===== src/rtl/osiris_pkg.sv =====
// Shared Osiris I core types and widths used by the decode and execute stages.
// Holds field widths, the packed control bundle and the bubble encoding.
package osiris_pkg;

    localparam int XLEN         = 32;
    localparam int REG_IDX_W    = 5;
    localparam int ALU_CTRL_W   = 4;
    localparam int RESULT_SRC_W = 2;

    typedef struct packed {
        logic                    reg_write;
        logic [RESULT_SRC_W-1:0] result_src;
        logic                    mem_write;
        logic                    jump;
        logic                    branch;
        logic [ALU_CTRL_W-1:0]   alu_control;
        logic                    alu_src;
        logic [2:0]              funct3;
        logic                    valid;
    } id_ex_ctrl_t;

    // All-zero control is a NOP: no writeback, no store, no redirect, not valid.
    localparam id_ex_ctrl_t ID_EX_BUBBLE = '0;

endpackage


===== src/rtl/sat_counter.sv =====
// Generic W-bit saturating event counter, one increment per clock with inc high.
// Never stalls; holds at all-ones once saturated instead of wrapping.
module sat_counter #(
    parameter int W = 16
) (
    input  logic         clk,
    input  logic         rst_n,
    input  logic         inc,
    output logic [W-1:0] cnt
);

    localparam logic [W-1:0] MAX = '1;

    always_ff @(posedge clk or negedge rst_n) begin
        if (!rst_n) begin
            cnt <= '0;
        end else if (inc && (cnt != MAX)) begin
            cnt <= cnt + W'(1);
        end
    end

endmodule


===== src/rtl/id_ex_pipeline_register.sv =====
// ID->EX pipeline register: 1-cycle latency, flush inserts an all-zero bubble.
// Stall (i_en_EX low) holds every output; flush overrides stall.
module id_ex_pipeline_register
    import osiris_pkg::*;
#(
    parameter int XLEN  = osiris_pkg::XLEN,
    parameter int CNT_W = 16
) (
    input  logic                    i_clk,
    input  logic                    i_rst_n,
    input  logic                    i_en_EX,
    input  logic                    i_flush_EX,
    input  logic                    i_valid_ID,
    input  logic [XLEN-1:0]         i_pc_ID,
    input  logic [XLEN-1:0]         i_pc_plus4_ID,
    input  logic [XLEN-1:0]         i_rd1_ID,
    input  logic [XLEN-1:0]         i_rd2_ID,
    input  logic [XLEN-1:0]         i_imm_ex_ID,
    input  logic [REG_IDX_W-1:0]    i_rs1_ID,
    input  logic [REG_IDX_W-1:0]    i_rs2_ID,
    input  logic [REG_IDX_W-1:0]    i_rd_ID,
    input  logic [2:0]              i_funct3_ID,
    input  logic [ALU_CTRL_W-1:0]   i_alu_control_ID,
    input  logic                    i_alu_src_ID,
    input  logic [RESULT_SRC_W-1:0] i_result_src_ID,
    input  logic                    i_reg_write_ID,
    input  logic                    i_mem_write_ID,
    input  logic                    i_branch_ID,
    input  logic                    i_jump_ID,
    output logic                    o_valid_EX,
    output logic [XLEN-1:0]         o_pc_EX,
    output logic [XLEN-1:0]         o_pc_plus4_EX,
    output logic [XLEN-1:0]         o_rd1_EX,
    output logic [XLEN-1:0]         o_rd2_EX,
    output logic [XLEN-1:0]         o_imm_ex_EX,
    output logic [REG_IDX_W-1:0]    o_rs1_EX,
    output logic [REG_IDX_W-1:0]    o_rs2_EX,
    output logic [REG_IDX_W-1:0]    o_rd_EX,
    output logic [2:0]              o_funct3_EX,
    output logic [ALU_CTRL_W-1:0]   o_alu_control_EX,
    output logic                    o_alu_src_EX,
    output logic [RESULT_SRC_W-1:0] o_result_src_EX,
    output logic                    o_reg_write_EX,
    output logic                    o_mem_write_EX,
    output logic                    o_branch_EX,
    output logic                    o_jump_EX,
    output logic [CNT_W-1:0]        o_bubble_cnt
);

    id_ex_ctrl_t ctrl_d;
    id_ex_ctrl_t ctrl_q;

    always_comb begin
        ctrl_d             = ID_EX_BUBBLE;
        ctrl_d.reg_write   = i_reg_write_ID;
        ctrl_d.result_src  = i_result_src_ID;
        ctrl_d.mem_write   = i_mem_write_ID;
        ctrl_d.jump        = i_jump_ID;
        ctrl_d.branch      = i_branch_ID;
        ctrl_d.alu_control = i_alu_control_ID;
        ctrl_d.alu_src     = i_alu_src_ID;
        ctrl_d.funct3      = i_funct3_ID;
        ctrl_d.valid       = i_valid_ID;
    end

    // Flush is checked before enable so a stalled ID cannot pin a squashed op in EX.
    always_ff @(posedge i_clk or negedge i_rst_n) begin
        if (!i_rst_n) begin
            ctrl_q        <= ID_EX_BUBBLE;
            o_pc_EX       <= '0;
            o_pc_plus4_EX <= '0;
            o_rd1_EX      <= '0;
            o_rd2_EX      <= '0;
            o_imm_ex_EX   <= '0;
            o_rs1_EX      <= '0;
            o_rs2_EX      <= '0;
            o_rd_EX       <= '0;
        end else if (i_flush_EX) begin
            ctrl_q        <= ID_EX_BUBBLE;
            o_pc_EX       <= '0;
            o_pc_plus4_EX <= '0;
            o_rd1_EX      <= '0;
            o_rd2_EX      <= '0;
            o_imm_ex_EX   <= '0;
            o_rs1_EX      <= '0;
            o_rs2_EX      <= '0;
            o_rd_EX       <= '0;
        end else if (i_en_EX) begin
            ctrl_q        <= ctrl_d;
            o_pc_EX       <= i_pc_ID;
            o_pc_plus4_EX <= i_pc_plus4_ID;
            o_rd1_EX      <= i_rd1_ID;
            o_rd2_EX      <= i_rd2_ID;
            o_imm_ex_EX   <= i_imm_ex_ID;
            o_rs1_EX      <= i_rs1_ID;
            o_rs2_EX      <= i_rs2_ID;
            o_rd_EX       <= i_rd_ID;
        end
    end

    assign o_valid_EX       = ctrl_q.valid;
    assign o_reg_write_EX   = ctrl_q.reg_write;
    assign o_result_src_EX  = ctrl_q.result_src;
    assign o_mem_write_EX   = ctrl_q.mem_write;
    assign o_jump_EX        = ctrl_q.jump;
    assign o_branch_EX      = ctrl_q.branch;
    assign o_alu_control_EX = ctrl_q.alu_control;
    assign o_alu_src_EX     = ctrl_q.alu_src;
    assign o_funct3_EX      = ctrl_q.funct3;

    sat_counter #(
        .W (CNT_W)
    ) u_bubble_cnt (
        .clk   (i_clk),
        .rst_n (i_rst_n),
        .inc   (i_flush_EX),
        .cnt   (o_bubble_cnt)
    );

endmodule


===== config.mk =====
export PLATFORM = sky130hd
export DESIGN_NAME = id_ex_pipeline_register
export DESIGN_NICKNAME = d
export VERILOG_FILES = /design/src/rtl/osiris_pkg.sv /design/src/rtl/sat_counter.sv /design/src/rtl/id_ex_pipeline_register.sv
export SDC_FILE = /design/constraint.sdc
export NUM_CORES = 1
export LEC_CHECK = 0
export ABC_CLOCK_PERIOD_IN_PS = 1700
export CAP_MARGIN = 20
export CORE_MARGIN = 2
export CORE_UTILIZATION = 37
export DETAILED_ROUTE_END_ITERATION = 10
export PLACE_DENSITY = 0.76
export SLEW_MARGIN = 20
export SYNTH_ARGS = -nofsm -noshare
export SYNTH_HDL_FRONTEND = slang
export SYNTH_HIERARCHICAL = 1
export SYNTH_SLANG_ARGS = --single-unit

===== constraint.sdc =====
create_clock -name i_clk -period 1.7 [get_ports i_clk]
set_clock_uncertainty 0.1 [all_clocks]
set_input_delay 0.255 -clock i_clk [delete_from_list [all_inputs] [get_ports i_clk]]
set_output_delay 0.255 -clock i_clk [all_outputs]
set_load 0.05 [all_outputs]

==> impl_results.md, run 1 <==
* Worst endpoint data arrival time at between 1500 and 2000 ps
* Worst setup margin at around 55 ps
* Peak supply drop at just under 0.7 mV
* Die Wd at 156 µm
* Synth warn at 6
* Via count at about 6.6k
* Critical-path maximum fanout at 6
* Post-Synthesis Cells at approximately 700
* Synth Register Bits at just over 200
* Overall routing resource usage at 19.6%
* Final hold vios at 0
* Die extent in y at between 150 and 200 µm
* R2R setup slack at ~55 ps
* RSZ-0062 raised after global routing: false
* Filler Cells Inserted at 1887
* ANT nets after route at 0
* Status: finished clean
* Seq/Total Area, Yosys at between 60% and 70%
* Critical path class: reg2reg
* Core ar. at between 20000 and 25000 µm²
* Multi-input logic area at about 3100 µm²
* Top Ports at 400
* Initial antenna violation count at 1
* Synthesized area at 8540 µm²
* 1st-pass router iterations at 4
* Nets at roughly 1.3k
* Routed len/inst at around 18 µm
* Pwr Density at 1030 nW/µm²
* Most common library cell in the layout ignoring fill and taps: buf_4
* Hold Crit Start: i_en_EX
* Placement Rows at 55
* Worst slack, placed at -4.57 ps
* Root Driver: clkbuf_16
* DRT iter0 DRCs at approximately 310
* Max-slew headroom at ~65%
* Number of global-route vias before repair at 6770
* Worst-Skew Late Latency at a little over 500 ps
* P_leak at ~6.7 nW
* Post-route DRC at 0
* Setup crit start: u_bubble_cnt/cnt[10]
* Clock Sinks at ~200
* Total power at roughly 14 mW
* Critical Path RT at 1990 ps
* Post-Syn Nets at between 800 and 900
* Commonest non-fill, non-tap cells in the layout: buf_4 (220), nor2_1 (195), mux2i_1 (190), clkdlybuf4s50_1 (190), dfrtp_1 (190)
* IO buf count at around 400
* Fmax at 608 MHz
* Register cell area after layout at around 5200 µm²
* Grt ovf at 0
* Pin count of the biggest net entering global routing at roughly 110
* Syn Area/Cell at between 10 and 15 µm²
* Period utilization at between 90% and 100%
* Placer congestion estimate at 0.851
* DP HPWL at 18200 µm
* Fin. max-slew vios at 0
* CP startpoint kind: flop
* # setup viols final at 0
* Clock buffer count from CTS at 23
* Most used DFF post-synth: dfrtp_1
* Starting Density at a little under two fifths
* Clk pin slew, worst setup/hold paths at about 60 ps
* Total of max-cap violations at 0
* Worst slew pin tran at approximately 530 ps
* Hold/Removal Path Class: in2reg
* Final Cell Area at roughly 13000 µm²
* Clock tree from TritonCTS: done
* First-pass GRT wire length at approximately 38000 µm
* Full die area at 24300 µm²
* Synth cell types at 31
* Share of post-route cells with drive strength above 1 at between 20% and 30%
* Worst R2R Start: u_bubble_cnt/cnt[10]
* Area delta synth->final at 55.8%
* Htree depth at 1
* Crit end category: flop
* Post-DP Area at roughly 13000 µm²
* FFs w/ async S/R, synth at 100%
* Longest Clk Path Bufs at 3
* Final wirelength at roughly 25000 µm
* Minimum clock period at approximately 1600 ps
* Routed vias/inst at roughly 4.7
* Post-synth EDFFs at 0
* Hold Slack at a little under 90 ps
-- synth_stat cells, drive strengths merged, types with 2 or more instances --
cell type	instances	area share, %
a21oi	3	0.18
a41oi	2	0.21
mux2i	190	22
nor4	2	0.40
mux2	2	0.35
nor2	196	8.6
nand3	9	0.94
and3	3	0.23
dfrtp	206	60
xnor2	5	0.51
buf	27	2.7
nand2	3	0.13
nand4	10	0.91
o21a	3	0.26
clkbuf	16	0.70
a31oi	2	0.15
xor2	2	0.21
and4	2	0.21
-- cell type report --
cell class | count | share of cell area, %
Antenna cell | 1 | 0.0188
Multi-Input combinational cell | 440 | 23.5
Tap cell | 285 | 2.68
Timing Repair Buffer | 429 | 29.3
Clock inverter | 6 | 0.696
Clock buffer | 32 | 4.81
Sequential cell | 206 | 38.9
-- per-layer routing --
| metal | GRT usage [%] | routed length [µm] | up-vias |
|---|---|---|---|
| met5 | 0 | 0 | - |
| met4 | 3.76 | 313 | 0 |
| met3 | 6.50 | 2340 | 31 |
| met2 | 34.4 | 12500 | 269 |
| met1 | 23.6 | 9900 | 3186 |
| li1 | - | - | 3156 |
-- cells by family (layout without fill, tap and decap cells) --
logic type | Yosys count | in the layout | synth area share [%]
flip-flops | 206 | 206 | 60.4
AND/OR/NAND/NOR | 227 | 227 | 11.6
other | 0 | 1 | 0
buffers and inverters | 43 | 467 | 3.38
multiplexers | 192 | 192 | 22.6
XOR/XNOR | 7 | 7 | 0.718
AO/OA/AOI/OAI | 13 | 13 | 1.20
adder cells (fa/ha/maj) | 1 | 1 | 0.146
-- critical path, stage by stage (launching register included) --
cell	delay, ps
dfrtp_2	470
and4_4	270
nand3_4	110
o31ai_4	250
mux2_4	330
-- stage by stage --
step	setup TNS [ps]	cells	util (%)
floorplan	-24.7	689	-
global placement	0	1355	55.2
detailed placement	-4.57	1355	55.2
CTS	0	1394	58.6
global route	0	1398	58.7
finish	0	1399	58.8
-- where the power goes --
| group | total [mW] | internal (mW) | switching (mW) |
|---|---|---|---|
| clock | 4.85 | 2.92 | 1.93 |
| combinational | 3.33 | 1.31 | 2.02 |
| sequential | 5.55 | 5.25 | 0.302 |
| total | 13.7 | 9.48 | 4.25 |
-- worst paths after layout --
kind,endpoint,cells past startpoint
worst max-delay path,u_bubble_cnt/cnt[1],4
worst min-delay path,o_imm_ex_EX[5],3
worst max register to register,u_bubble_cnt/cnt[1],4
worst min register to register,o_pc_plus4_EX[26],2
max in group asynchronous,o_rd2_EX[28],3
min in group asynchronous,o_pc_EX[17],2
-- state kept, by name, indices dropped and copies added (netlist names) --
| name | count |
|---|---|
| o_reg_write_EX | 1 |
| o_rs1_EX | 5 |
| o_rd1_EX | 32 |
| o_valid_EX | 1 |
| o_result_src_EX | 2 |
| o_pc_EX | 32 |
| o_mem_write_EX | 1 |
| o_rs2_EX | 5 |
| o_funct3_EX | 3 |
| o_imm_ex_EX | 32 |
| u_bubble_cnt/cnt | 16 |
| o_alu_control_EX | 4 |
| o_rd2_EX | 32 |
| o_jump_EX | 1 |
| o_rd_EX | 5 |
| o_alu_src_EX | 1 |
| o_branch_EX | 1 |
| o_pc_plus4_EX | 32 |
-- timing repair --
item	in CTS	in global routing
gates resized for setup	1	3
gates cloned	0	0
setup buffers	0	4
pin swaps	0	1
hold buffers	1	0
hold endpoints to repair	206	0
setup endpoints to repair	1	7
Power figures use the tool's default switching activity.
==> run 2: changes to the inputs <==
--- a/config.mk
+++ b/config.mk
@@ -5,11 +5,11 @@
 export SDC_FILE = /design/constraint.sdc
 export NUM_CORES = 1
 export LEC_CHECK = 0
-export ABC_CLOCK_PERIOD_IN_PS = 1700
 export CAP_MARGIN = 20
 export CORE_MARGIN = 2
 export CORE_UTILIZATION = 37
 export DETAILED_ROUTE_END_ITERATION = 10
+export HOLD_SLACK_MARGIN = 0.05
 export PLACE_DENSITY = 0.76
 export SLEW_MARGIN = 20
 export SYNTH_ARGS = -nofsm -noshare
==> constraint.sdc (replaced) <==
create_clock -name i_clk -period 1.49 [get_ports i_clk]
set_clock_uncertainty 0.1 [all_clocks]
set_input_delay 0.2235 -clock i_clk [delete_from_list [all_inputs] [get_ports i_clk]]
set_output_delay 0.2235 -clock i_clk [all_outputs]
set_load 0.05 [all_outputs]
==> impl_results.md, run 2 (synthesis results as in run 1) <==
* Die extent in y at about 160 µm
* R2R setup slack at -130 ps
* DRT iter0 DRCs at a little over 300
* Worst endpoint data arrival time at 1900 ps
* Fin. max-slew vios at 0
* Share of post-route cells with drive strength above 1 at ~30%
* Top Ports at 400
* Worst R2R Start: u_bubble_cnt/cnt[10]
* Starting Density at 37.7%
* Filler Cells Inserted at 1408
* Crit end category: flop
* DP HPWL at ~21000 µm
* Htree depth at 1
* CP startpoint kind: flop
* Commonest non-fill, non-tap cells in the layout: buf_12 (216), nor2_1 (193), mux2i_1 (190), clkdlybuf4s50_1 (190), dfrtp_1 (190)
* Grt ovf at 0
* First-pass GRT wire length at approximately 44000 µm
* Via count at between 7k and 8k
* Multi-input logic area at about 3200 µm²
* Violated checks: negative setup slack
* Worst slew pin tran at between 500 and 600 ps
* Most common library cell in the layout ignoring fill and taps: buf_12
* Max-slew headroom at 66.5%
* Setup crit start: u_bubble_cnt/cnt[10]
* Longest Clk Path Bufs at 3
* Fmax at 617 MHz
* Clock tree from TritonCTS: done
* Initial antenna violation count at 0
* Worst setup margin at -131 ps
* Final hold vios at 0
* Peak supply drop at roughly 0.82 mV
* Post-route DRC at 0
* Register cell area after layout at 5170 µm²
* Critical path depth at 4
* Hold/Removal Path Class: in2async
* Setup tns final at -1100 ps
* Worst slack, placed at -43.7 ps
* Cell family with most CP delay: flip-flops
* Period utilization at 109%
* Die Wd at 156 µm
* Critical path buffer and inverter count at 0
* Core ar. at roughly 23000 µm²
* RSZ-0062 raised after global routing: true
* Max incr delay on CP at roughly 400 ps
* Final wirelength at 28600 µm
* Clock Sinks at roughly 200
* Status: finished with violations
* 1st-pass router iterations at 4
* Reg2reg path depth at 4
* P_leak at roughly 7.7 nW
* Clk pin slew, worst setup/hold paths at roughly 60 ps
* Pin count of the biggest net entering global routing at 100
* Critical path class: reg2reg
* Root Driver: clkbuf_16
* ANT nets after route at 0
* Clock buffer count from CTS at 23
* Routed len/inst at slightly below 20 µm
* Crit Reg-Reg Endpoint: u_bubble_cnt/cnt[1]
* Worst-Skew Late Latency at about 500 ps
* IO buf count at between 300 and 400
* # setup viols final at 25
* Critical Path End: u_bubble_cnt/cnt[1]
* Nets at ~1.3k
* Critical-path maximum fanout at 3
* Overall routing resource usage at a little under a quarter
* Minimum clock period at around 1600 ps
* Ant diodes at 0
* Routed vias/inst at 4.92
* CP Cell Sequence: and4_4 > nand3_4 > o31ai_4 > mux2_4
* Full die area at between 20000 and 25000 µm²
* Slowest CP cell: dfrtp_2
* Placer congestion estimate at about 0.80
* Critical Path RT at around 1800 ps
* Number of global-route vias before repair at around 8k
* Pwr Density at about 1100 nW/µm²
* Area delta synth->final at 91.0%
* Placement Rows at between 50 and 60
* Total of max-cap violations at 0
==> run 2: cell count changes in the layout (fill, tap and decap cells not counted), sizes merged <==
cell / previous run / this run
buf: 237 / 279
bufinv: 2 / 3
clkbuf: 33 / 34
clkinv: 1 / 3
clkinvlp: 2 / 0
diode: 1 / 0
dlygate4sd3: 1 / 3
inv: 1 / 0
==> run 2: final cells by class <==
type / count / area share (%)
repair buffers: 473 / 41.9
multi-input cells: 440 / 19.5
clock inverters: 6 / 0.645
well taps: 285 / 2.19
clock buffers: 33 / 4.01
flip-flops and latches: 206 / 31.7
==> run 2: worst min-delay path by stage <==
stage | startpoint | end | slack [ps] | cells past startpoint
6_report | i_rst_n | o_rs2_EX[1] | 100 | 2
5_1_grt | i_rst_n | o_pc_plus4_EX[4] | 120 | 2
4_1_cts | i_rst_n | o_rs2_EX[1] | 90 | 2
3_5_place_dp | i_rst_n | o_rs2_EX[1] | 40 | 1
3_3_place_gp | i_rst_n | o_rs2_EX[1] | 40 | 1
2_1_floorplan | i_rst_n | o_alu_control_EX[0] | -170 | 0
==> run 2: per-stage QoR <==
stage / area (µm²) / util (%) / hold slack (ps) / power, mW / instances
detailed placement: 15100 / 66.8 / 38.0 / 11.5 / 1372
global placement: 15100 / 66.8 / 37.5 / 11.4 / 1372
floorplan: 8590 / - / -172 / 8.57 / 689
CTS: 16200 / 71.6 / 85.5 / 17.6 / 1438
global route: 16300 / 72.0 / 119 / 18.2 / 1443
finish: 16300 / 72.0 / 99.5 / 17.6 / 1443
==> run 2: power breakdown <==
part	total [mW]	internal, mW	switching [mW]
registers	6.43	5.99	0.446
clock network	5.77	3.54	2.22
logic	5.37	2.77	2.60
total	17.6	12.3	5.27
==> run 2: per-layer routing <==
layer  share of wire (%)  GRT usage, %
met5                   0             0
met4                 2.9          6.47
met3                 9.3          8.08
met2                  51          40.5
met1                  36          26.9
==> run 2: timing repair <==
action | CTS | global route
cloned | 0 | 0
endpoints found under the setup margin | 20 | 39
hold endpoints to repair | 214 | 0
hold buffers | 3 | 0
buffers inserted | 24 | 5
pin swaps | 3 | 8
resized for setup | 21 | 13
